## src/rtl/epg_pkg.sv

```systemverilog
// Shared types and constants for the epg_rx serial frame receiver.
package epg_pkg;

  typedef enum logic [2:0] {
    ST_IDLE,
    ST_PRE,
    ST_DMAC,
    ST_SMAC,
    ST_LEN,
    ST_DATA,
    ST_FCS,
    ST_DRAIN
  } state_e;

  localparam int PRE_BITS = 64;
  localparam int MAC_BITS = 48;
  localparam int LEN_BITS = 16;
  localparam int FCS_BITS = 32;

  localparam logic [47:0] BCAST_MAC = 48'hFFFF_FFFF_FFFF;

  // 62 alternating bits starting with 1, then the two SFD ones.
  function automatic logic preambleBit(input logic [5:0] idx);
    return (idx >= 6'd62) ? 1'b1 : ~idx[0];
  endfunction

endpackage

```

## src/rtl/epg_rx_shift.sv

```systemverilog
// MSB-first field shifter shared by every field of epg_rx; shifted_o is the value
// including the bit currently on bit_i, so the top can capture a field on its last bit.
module epg_rx_shift #(
  parameter int W = 48
) (
  input  logic         clock,
  input  logic         clear_i,
  input  logic         shiftEn_i,
  input  logic         bit_i,
  output logic [W-1:0] shifted_o
);

  logic [W-1:0] data_q, data_d;

  assign shifted_o = {data_q[W-2:0], bit_i};

  always_comb begin
    data_d = data_q;
    if (clear_i) begin
      data_d = '0;
    end else if (shiftEn_i) begin
      data_d = shifted_o;
    end
  end

  always_ff @(posedge clock) begin
    data_q <= data_d;
  end

endmodule

```

## src/rtl/epg_rx.sv

```systemverilog
// Bit-serial Ethernet frame receiver: preamble/SFD check, header and FCS capture, payload byte strobes.
// Build option EPG_RX_ADDR_FILTER_EN adds localMAC destination filtering and a dropped pulse.
module epg_rx
  import epg_pkg::*;
#(
  parameter int maxLen   = 1500,
  parameter int lenWidth = 16
) (
  input  logic                clock,
  input  logic                reset,
  input  logic                packet,
  input  logic                packetValid,
`ifdef EPG_RX_ADDR_FILTER_EN
  input  logic [47:0]         localMAC,
  output logic                dropped,
`endif
  output logic [47:0]         dMAC,
  output logic [47:0]         sMAC,
  output logic [lenWidth-1:0] length,
  output logic [31:0]         FCS,
  output logic                headerValid,
  output logic [7:0]          dataOut,
  output logic                wr_en,
  output logic                frameDone,
  output logic                error
);

  state_e              state_q, state_d;
  logic [5:0]          bitCnt_q, bitCnt_d;
  logic [lenWidth-1:0] byteCnt_q, byteCnt_d, lenTgt_q, lenTgt_d, length_q, length_d;
  logic [47:0]         dTmp_q, dTmp_d, sTmp_q, sTmp_d, dMac_q, dMac_d, sMac_q, sMac_d;
  logic [31:0]         fcs_q, fcs_d;
  logic [7:0]          data_q, data_d;
  logic                accept_q, accept_d;
  logic                hv_q, hv_d, wr_q, wr_d, done_q, done_d, err_q, err_d;
`ifdef EPG_RX_ADDR_FILTER_EN
  logic                drop_q, drop_d;
`endif

  logic [47:0]         fieldNext;
  logic [lenWidth-1:0] lenField;
  logic                shiftEn, dstMatch;

  assign shiftEn  = packetValid && (state_q inside {ST_DMAC, ST_SMAC, ST_LEN, ST_DATA, ST_FCS});
  assign lenField = fieldNext[lenWidth-1:0];

  epg_rx_shift #(.W(MAC_BITS)) u_shift (
    .clock     (clock),
    .clear_i   (reset || (state_q == ST_IDLE)),
    .shiftEn_i (shiftEn),
    .bit_i     (packet),
    .shifted_o (fieldNext)
  );

`ifdef EPG_RX_ADDR_FILTER_EN
  assign dstMatch = (fieldNext == localMAC) || (fieldNext == BCAST_MAC);
`else
  assign dstMatch = 1'b1;
`endif

  always_comb begin
    state_d   = state_q;
    bitCnt_d  = bitCnt_q;
    byteCnt_d = byteCnt_q;
    lenTgt_d  = lenTgt_q;
    dTmp_d    = dTmp_q;
    sTmp_d    = sTmp_q;
    accept_d  = accept_q;
    dMac_d    = dMac_q;
    sMac_d    = sMac_q;
    length_d  = length_q;
    fcs_d     = fcs_q;
    data_d    = data_q;
    hv_d      = 1'b0;
    wr_d      = 1'b0;
    done_d    = 1'b0;
    err_d     = 1'b0;
`ifdef EPG_RX_ADDR_FILTER_EN
    drop_d    = 1'b0;
`endif
    case (state_q)
      ST_IDLE: begin
        if (packetValid) begin
          if (packet == preambleBit(6'd0)) begin
            state_d  = ST_PRE;
            bitCnt_d = 6'd1;
          end else begin
            err_d   = 1'b1;
            state_d = ST_DRAIN;
          end
        end
      end
      ST_DRAIN: begin
        if (!packetValid) state_d = ST_IDLE;
      end
      default: begin
        // Losing packetValid mid-frame aborts straight to IDLE; a partial byte is discarded.
        if (!packetValid) begin
          err_d    = 1'b1;
          state_d  = ST_IDLE;
          bitCnt_d = '0;
        end else begin
          bitCnt_d = bitCnt_q + 6'd1;
          case (state_q)
            ST_PRE: begin
              if (packet != preambleBit(bitCnt_q)) begin
                err_d   = 1'b1;
                state_d = ST_DRAIN;
              end else if (bitCnt_q == 6'(PRE_BITS - 1)) begin
                state_d  = ST_DMAC;
                bitCnt_d = '0;
              end
            end
            ST_DMAC: begin
              if (bitCnt_q == 6'(MAC_BITS - 1)) begin
                dTmp_d   = fieldNext;
                accept_d = dstMatch;
                state_d  = ST_SMAC;
                bitCnt_d = '0;
              end
            end
            ST_SMAC: begin
              if (bitCnt_q == 6'(MAC_BITS - 1)) begin
                sTmp_d   = fieldNext;
                state_d  = ST_LEN;
                bitCnt_d = '0;
              end
            end
            ST_LEN: begin
              if (bitCnt_q == 6'(LEN_BITS - 1)) begin
                bitCnt_d  = '0;
                byteCnt_d = '0;
                lenTgt_d  = lenField;
                hv_d      = accept_q;
                if (accept_q) begin
                  dMac_d   = dTmp_q;
                  sMac_d   = sTmp_q;
                  length_d = lenField;
                end
                if (lenField > lenWidth'(maxLen)) begin
                  err_d   = 1'b1;
                  state_d = ST_DRAIN;
                end else if (lenField == '0) begin
                  state_d = ST_FCS;
                end else begin
                  state_d = ST_DATA;
                end
              end
            end
            ST_DATA: begin
              if (bitCnt_q == 6'd7) begin
                bitCnt_d  = '0;
                byteCnt_d = byteCnt_q + lenWidth'(1);
                wr_d      = accept_q;
                if (accept_q) data_d = fieldNext[7:0];
                if (byteCnt_q + lenWidth'(1) == lenTgt_q) state_d = ST_FCS;
              end
            end
            ST_FCS: begin
              if (bitCnt_q == 6'(FCS_BITS - 1)) begin
                state_d = ST_DRAIN;
                if (accept_q) begin
                  fcs_d  = fieldNext[31:0];
                  done_d = 1'b1;
                end
`ifdef EPG_RX_ADDR_FILTER_EN
                else begin
                  drop_d = 1'b1;
                end
`endif
              end
            end
            default: ;
          endcase
        end
      end
    endcase
  end

  always_ff @(posedge clock) begin
    if (reset) begin
      state_q   <= ST_IDLE;
      bitCnt_q  <= '0;
      byteCnt_q <= '0;
      lenTgt_q  <= '0;
      dTmp_q    <= '0;
      sTmp_q    <= '0;
      accept_q  <= 1'b0;
      dMac_q    <= '0;
      sMac_q    <= '0;
      length_q  <= '0;
      fcs_q     <= '0;
      data_q    <= '0;
      hv_q      <= 1'b0;
      wr_q      <= 1'b0;
      done_q    <= 1'b0;
      err_q     <= 1'b0;
`ifdef EPG_RX_ADDR_FILTER_EN
      drop_q    <= 1'b0;
`endif
    end else begin
      state_q   <= state_d;
      bitCnt_q  <= bitCnt_d;
      byteCnt_q <= byteCnt_d;
      lenTgt_q  <= lenTgt_d;
      dTmp_q    <= dTmp_d;
      sTmp_q    <= sTmp_d;
      accept_q  <= accept_d;
      dMac_q    <= dMac_d;
      sMac_q    <= sMac_d;
      length_q  <= length_d;
      fcs_q     <= fcs_d;
      data_q    <= data_d;
      hv_q      <= hv_d;
      wr_q      <= wr_d;
      done_q    <= done_d;
      err_q     <= err_d;
`ifdef EPG_RX_ADDR_FILTER_EN
      drop_q    <= drop_d;
`endif
    end
  end

  assign dMAC        = dMac_q;
  assign sMAC        = sMac_q;
  assign length      = length_q;
  assign FCS         = fcs_q;
  assign dataOut     = data_q;
  assign headerValid = hv_q;
  assign wr_en       = wr_q;
  assign frameDone   = done_q;
  assign error       = err_q;
`ifdef EPG_RX_ADDR_FILTER_EN
  assign dropped     = drop_q;
`endif

endmodule

```

## config.mk

```make
export PLATFORM = sky130hd
export DESIGN_NAME = epg_rx
export DESIGN_NICKNAME = d
export VERILOG_FILES = /design/src/rtl/epg_pkg.sv /design/src/rtl/epg_rx_shift.sv /design/src/rtl/epg_rx.sv
export SDC_FILE = /design/constraint.sdc
export NUM_CORES = 1
export LEC_CHECK = 0
export CORE_AREA = 3 3 154 156
export CTS_CLUSTER_DIAMETER = 120
export DETAILED_ROUTE_END_ITERATION = 8
export DIE_AREA = 0 0 157 159
export HOLD_SLACK_MARGIN = 0.08
export PLACE_DENSITY = 0.9
export SLEW_MARGIN = 30
export SYNTH_ARGS = -nofsm -noshare
export SYNTH_HDL_FRONTEND = slang
export SYNTH_SLANG_ARGS = --single-unit
```

## constraint.sdc

```tcl
create_clock -name clock -period 5.7 [get_ports clock]
set_clock_uncertainty 0.2 [all_clocks]
set_input_delay 1.14 -clock clock [delete_from_list [all_inputs] [get_ports clock]]
set_output_delay 1.14 -clock clock [all_outputs]
set_load 0.05 [all_outputs]
```

Word level (Yosys, flattened, before mapping)
Index checks and enable logic that the tools add are counted.

storage, ports and cells
  bits in registers = 341
  input bits = 4
  output and inout port bits = 156
  logic and storage cells = 117

cells by class
  $add $sub $neg = 2
  order comparisons = 2
  equality and inequality tests = 27
  muxes and demuxes = 39
  bitwise gates (word level) = 10
  reduce and logical (&&, ||, !) cells = 20

operators with widths
  kind                   number
  $mux 6                 8
  $mux 3                 12
  $mux 16                2
  $pmux 16 s2            1
  $ne 4x2->1 const B     6
  $pmux 6 s4             1
  $reduce_and 5->1       4
  $pmux 3 s6             1
  $reduce_or 6->1        3
  $add 16x1->16 const B  1
  $eq 16x16->1           1
  $gt 16x11->1 const B   1
  $logic_not 16->1       1
  $eq 3x3->1 const B     4
  $eq 6x6->1 const B     2
  $pmux 6 s2             1
  $reduce_and 4->1       3
  $not 1->1              10
  $reduce_and 10->1      1
  $mux 1                 8
  $ne 8x1->1 const B     1
  $add 6x1->6 const B    1
  $eq 3x2->1 const B     2
  $eq 6x3->1 const B     1
  other kinds (18)       24

Depth between registers and ports, before layout
  depth after elaboration = 7
  depth in mapped cells = 10
  gate-level depth less buffers = 8

Hierarchy
From an unflattened synthesis, not the netlist that was laid out.

unflattened totals
  cell total of the unflattened synthesis = 1611
  area total of the unflattened synthesis = 13077.5 um^2

by module, submodules not included
  module        instances  cells each  area an instance (um^2)  seq. area each (um^2)
  epg_rx        1          1459        11383.4                  5885.6
  epg_rx_shift  1          152         1694.1                   940.9

Worst setup path before layout
No wires, ideal clock.

  path type = input-to-reg
  from = input packet
  to = register err_q, in the netlist error
  setup time = 128 ps
  arrival time = 2460 ps
  data required time = 5372 ps
  setup slack = 2912 ps
  stages = 7
  path buffers = 0
  cell sequence = or2_2 a41o_1 a41o_1 a311oi_1 o21ai_1 a21oi_1 nor2_1

on the way
  word-level cells in the longest chain between the ends = 6
  elaborated cells between the ends (all ways) = 10
  those cells by class = 1 x order compare; 1 x eq/ne; 8 x mux

RTL lines
  what                  RTL line       RTL
  start, declared       epg_rx.sv:11   input logic packet,
  $gt 16x11->1          epg_rx.sv:140  if (lenField > lenWidth'(maxLen)) begin
  $mux 1                epg_rx.sv:140
  $mux 1                epg_rx.sv:130  if (bitCnt_q == 6'(LEN_BITS - 1)) begin
  $pmux 1 s2            epg_rx.sv:104  case (state_q)
  $mux 1                epg_rx.sv:98   if (!packetValid) begin
  $pmux 1 s2 *          epg_rx.sv:81   case (state_q)
  end signal, assigned  epg_rx.sv:217  err_q <= err_d;
  end, declared         epg_rx.sv:35   logic hv_q, hv_d, wr_q, wr_d, done_q, done_d, err_q, err_d;

Mark *: on every way between the ends. The rest lies on a longest branch, timed or not.
A chain may end at the register's enable or synchronous reset.

Final worst setup path
  from = input packetValid
  to = register sMac_q[25], in the netlist sMAC[25]

on the way
  word-level cells in the longest chain between the ends = 1

RTL lines
  what                               RTL line       RTL
  start, declared                    epg_rx.sv:12   input logic packetValid,
  $reduce_and 5->1 (no source line)  n/a
  end signal, assigned               epg_rx.sv:210  sMac_q <= sMac_d;
  end, declared                      epg_rx.sv:31   logic [47:0] dTmp_q, dTmp_d, sTmp_q, sTmp_d, dMac_q, dMac_d, sMac_q, sMac_d;

Every way passes these cells.

==> summary.txt <==
Outcome
  • Status: finished clean

Finish
  • Post-Layout Inst Area: roughly 0.016 sq mm
  • Area grow syn2layout: 20.8%
  • Diode count: 0
  • Share of cells above drive strength 1: roughly 5.3%
  • Non-filler instance count after layout: 2,074
  • Layout net count: 1,771

Min path
  • Hold depth: 2
  • Hold WC Path Type: reg2reg

Floorplan
  • Die Footprint: roughly 0.025 sq mm
  • I/O pins: 160
  • Die H: 159 um
  • Starting density of the core: 58.4%
  • Die X-Extent: approximately 160 um
  • CORE AREA: ~0.023 sq mm
  • Row cnt: 55

Place
  • GP Congestion: 0.891
  • DP Cell Count: 2,012
  • Post-DP HPWL: 22,100 um
  • Placed Area: approximately 0.015 sq mm
  • I/O Buffers: 159

Clocking
  • CTS Buf Count: 36
  • CTS root buf: clkbuf_16
  • Clock Latency Late Sink: 520 ps
  • Cts repair resizes: 0
  • Clk sinks: 341
  • Hold-fix buffers at CTS: 0
  • Max Buffers Root-to-Sink: 3
  • H-tree levels: 2
  • Clock transition at path regs: 60 ps
  • CTS tree: done
  • Postcts setup bufs: 0

Logic synthesis
  • Synth Warn #: 0
  • Multiplexer share of the synthesized area: less than 1%
  • Syn Area/Cell: 7.70 sq um
  • Post-synth top flop: dfxtp_1
  • Post-Synth Simple-Gate Area: about a quarter
  • Synth cell count leaders: nand2_1 (638), dfxtp_1 (341), a21oi_1 (325), clkbuf_1 (101), nor2_1 (51)
  • Distinct cells, synth: 67
  • Synth Area in XOR/XNOR: 1.33%
  • Adder-Cell Fraction of Synth Area: 0.190%
  • Compound-Gate Fraction of Synth Area: between 10% and 20%
  • Sequential element share of the synthesized area: 51.9%
  • Yosys reg bits: 341
  • Gate Count Post-Synth: 1,707
  • Ys async rst share: 0%
  • Area contributors post-synth: dfxtp_1 (52%), nand2_1 (18%), a21oi_1 (12%), clkbuf_1 (2.9%), nor2_1 (1.5%)
  • Count leader, synth: nand2_1
  • Synth top area share: 51.9%
  • EDFF count, synth: 0
  • Syn nets: ~1.7k
  • Main combinational cell family by area after synthesis: simple AND/OR/NAND/NOR gates
  • Synthesized area: 0.0131 sq mm
  • Largest area contributor in the netlist: dfxtp_1

Critical path
  • R2R depth: 6
  • CP Class: in2reg
  • CP endpoint: sMAC[25]$_SDFFE_PP0P_
  • Worst Path Arrival: 3970 ps
  • CP startpoint: packetValid
  • Worst Setup End Kind: register
  • RR Startpoint: state_q[1]$_SDFFE_PP0P_
  • Reg-to-Reg End: sMAC[25]$_SDFFE_PP0P_
  • Worst setup SP type: input pin
  • Reg-to-reg slack, setup: between 2000 and 2500 ps
  • CP max FO: 54
  • Worst Path Required: 5930 ps

Drt
  • Via count: 12.1k
  • Routed WL: 36,600 um
  • Final ANT Viol Nets: 0
  • DR iter-0 viols: 1,297
  • Via density: 5.85
  • DR WL/cell: 17.6 um
  • DRC: 0
  • 1st-pass router iterations: 6

Global routing
  • Largest net degree at the start of global routing: around 120
  • All-Layer GR Usage: 28.5%
  • Remaining Overflow, GRT: 0
  • First-pass GRT wire length: 58,800 um
  • Initial antenna violation count: 0
  • Vias in the first global route: 11.7k

Power and ir drop
  • Total power: 5.34 mW
  • Leak: 5.11 nW
  • VDD IR max: 0.233 mV
  • Power Dens Cells: around 340 mW/mm^2

Timing
  • Final setup fails: 0
  • Setup TNS: 0 ps
  • Fin. max-slew vios: 0
  • Min cycle time layout: 3740 ps
  • Slew @ Worst Pin: 876 ps
  • Slew headroom: roughly two fifths
  • Final Hold Fails: 0
  • RSZ-0062 raised after global routing: no
  • Period Utilization, post-route: 65.7%
  • Fmax: 0.267 GHz
  • Final hold slack: about 250 ps

Job
  • Max-Cap Viols: 0
## registers in the layout, indices dropped and copies added (netlist names)
signal and flops:
u_shift.data_q 47, wr_en 1, byteCnt_q 16, lenTgt_q 16, bitCnt_q 6, length 16
headerValid 1, state_q 3, FCS 32, sTmp_q 48, dTmp_q 48, accept_q 1
sMAC 48, dMAC 48, frameDone 1, error 1, dataOut 8
## critical path: stages
cell	delay, ps
clkdlybuf4s50_1	810
and3_1	440
and3_4	650
buf_4	550
nand2_1	140
a21oi_1	180
## report_power, final
part           switching [mW]  leakage (nW)  internal [mW]
combinational           0.349          1.77          0.117
sequential             0.0543          2.75           2.40
clock                   0.935         0.600           1.48
## cell families (layout without fill, tap and decap cells)
| logic type | count (synthesis) | in the layout |
|---|---|---|
| AND/OR/NAND/NOR | 782 | 782 |
| AO/OA/AOI/OAI | 397 | 397 |
| flip-flops | 341 | 341 |
| buffers and inverters | 155 | 237 |
| XOR/XNOR | 20 | 20 |
| multiplexers | 10 | 10 |
| adder cells (fa/ha/maj) | 2 | 2 |
## placed cells by master, fill, tap and decap left out, types with 3 or more instances in the layout
master / n
a21oi_1: 325
a311oi_1: 7
a31oi_1: 5
and2_1: 4
and3_1: 6
and4_1: 4
buf_4: 7
bufinv_16: 4
clkbuf_1: 7
clkbuf_16: 36
clkbuf_8: 11
clkdlybuf4s50_1: 158
dfxtp_1: 341
inv_1: 7
mux2i_1: 8
nand2_1: 636
nand2b_1: 4
nand3_1: 15
nand3b_1: 3
nand4_1: 5
nand4b_1: 3
nor2_1: 50
nor2b_1: 3
nor3_1: 11
nor3b_1: 5
nor4_1: 5
o21ai_0: 23
o21ai_1: 3
or3_1: 5
xnor2_1: 15
xor2_1: 5
## final cells by class
class / instances / area (sq um)
clock buffer: 53 / 1060
clock inverter: 9 / 166
fill: 1669 / 6620
inverter: 7 / 26.3
multi-input combinational: 1211 / 5760
sequential: 341 / 6830
tap: 285 / 357
timing repair buffer: 168 / 1690
## metrics by stage
stage,utilization [%],worst slack (ps)
after floorplan,-,2910
after global placement,64.8,1690
after detailed placement,65.1,1500
after CTS,70.5,1970
after global routing,70.6,1800
final,70.6,1960
## metal layers
layer | up-vias | GRT usage (%) | wire [um] | part of all wire, %
met4 | 0 | 13.6 | 1530 | 4.2
met5 | - | 0 | 0 | 0
met1 | 5778 | 35.8 | 14800 | 41
met2 | 534 | 46.9 | 17500 | 48
met3 | 105 | 5.38 | 2700 | 7.4
li1 | 5716 | - | - | -
## worst min path at each step
stage / startpoint / endpoint / slack (ps)
after floorplan: dTmp_q[47]$_SDFFE_PP0P_ / dTmp_q[47]$_SDFFE_PP0P_ / 230
after global placement: sTmp_q[5]$_SDFFE_PP0P_ / sMAC[5]$_SDFFE_PP0P_ / 240
after detailed placement: dTmp_q[14]$_SDFFE_PP0P_ / dMAC[14]$_SDFFE_PP0P_ / 240
after CTS: dTmp_q[22]$_SDFFE_PP0P_ / dTmp_q[22]$_SDFFE_PP0P_ / 250
after global routing: sTmp_q[2]$_SDFFE_PP0P_ / sMAC[2]$_SDFFE_PP0P_ / 260
final: length[1]$_SDFFE_PP0P_ / length[1]$_SDFFE_PP0P_ / 250
Note: power is estimated with default switching activity, not from simulation.
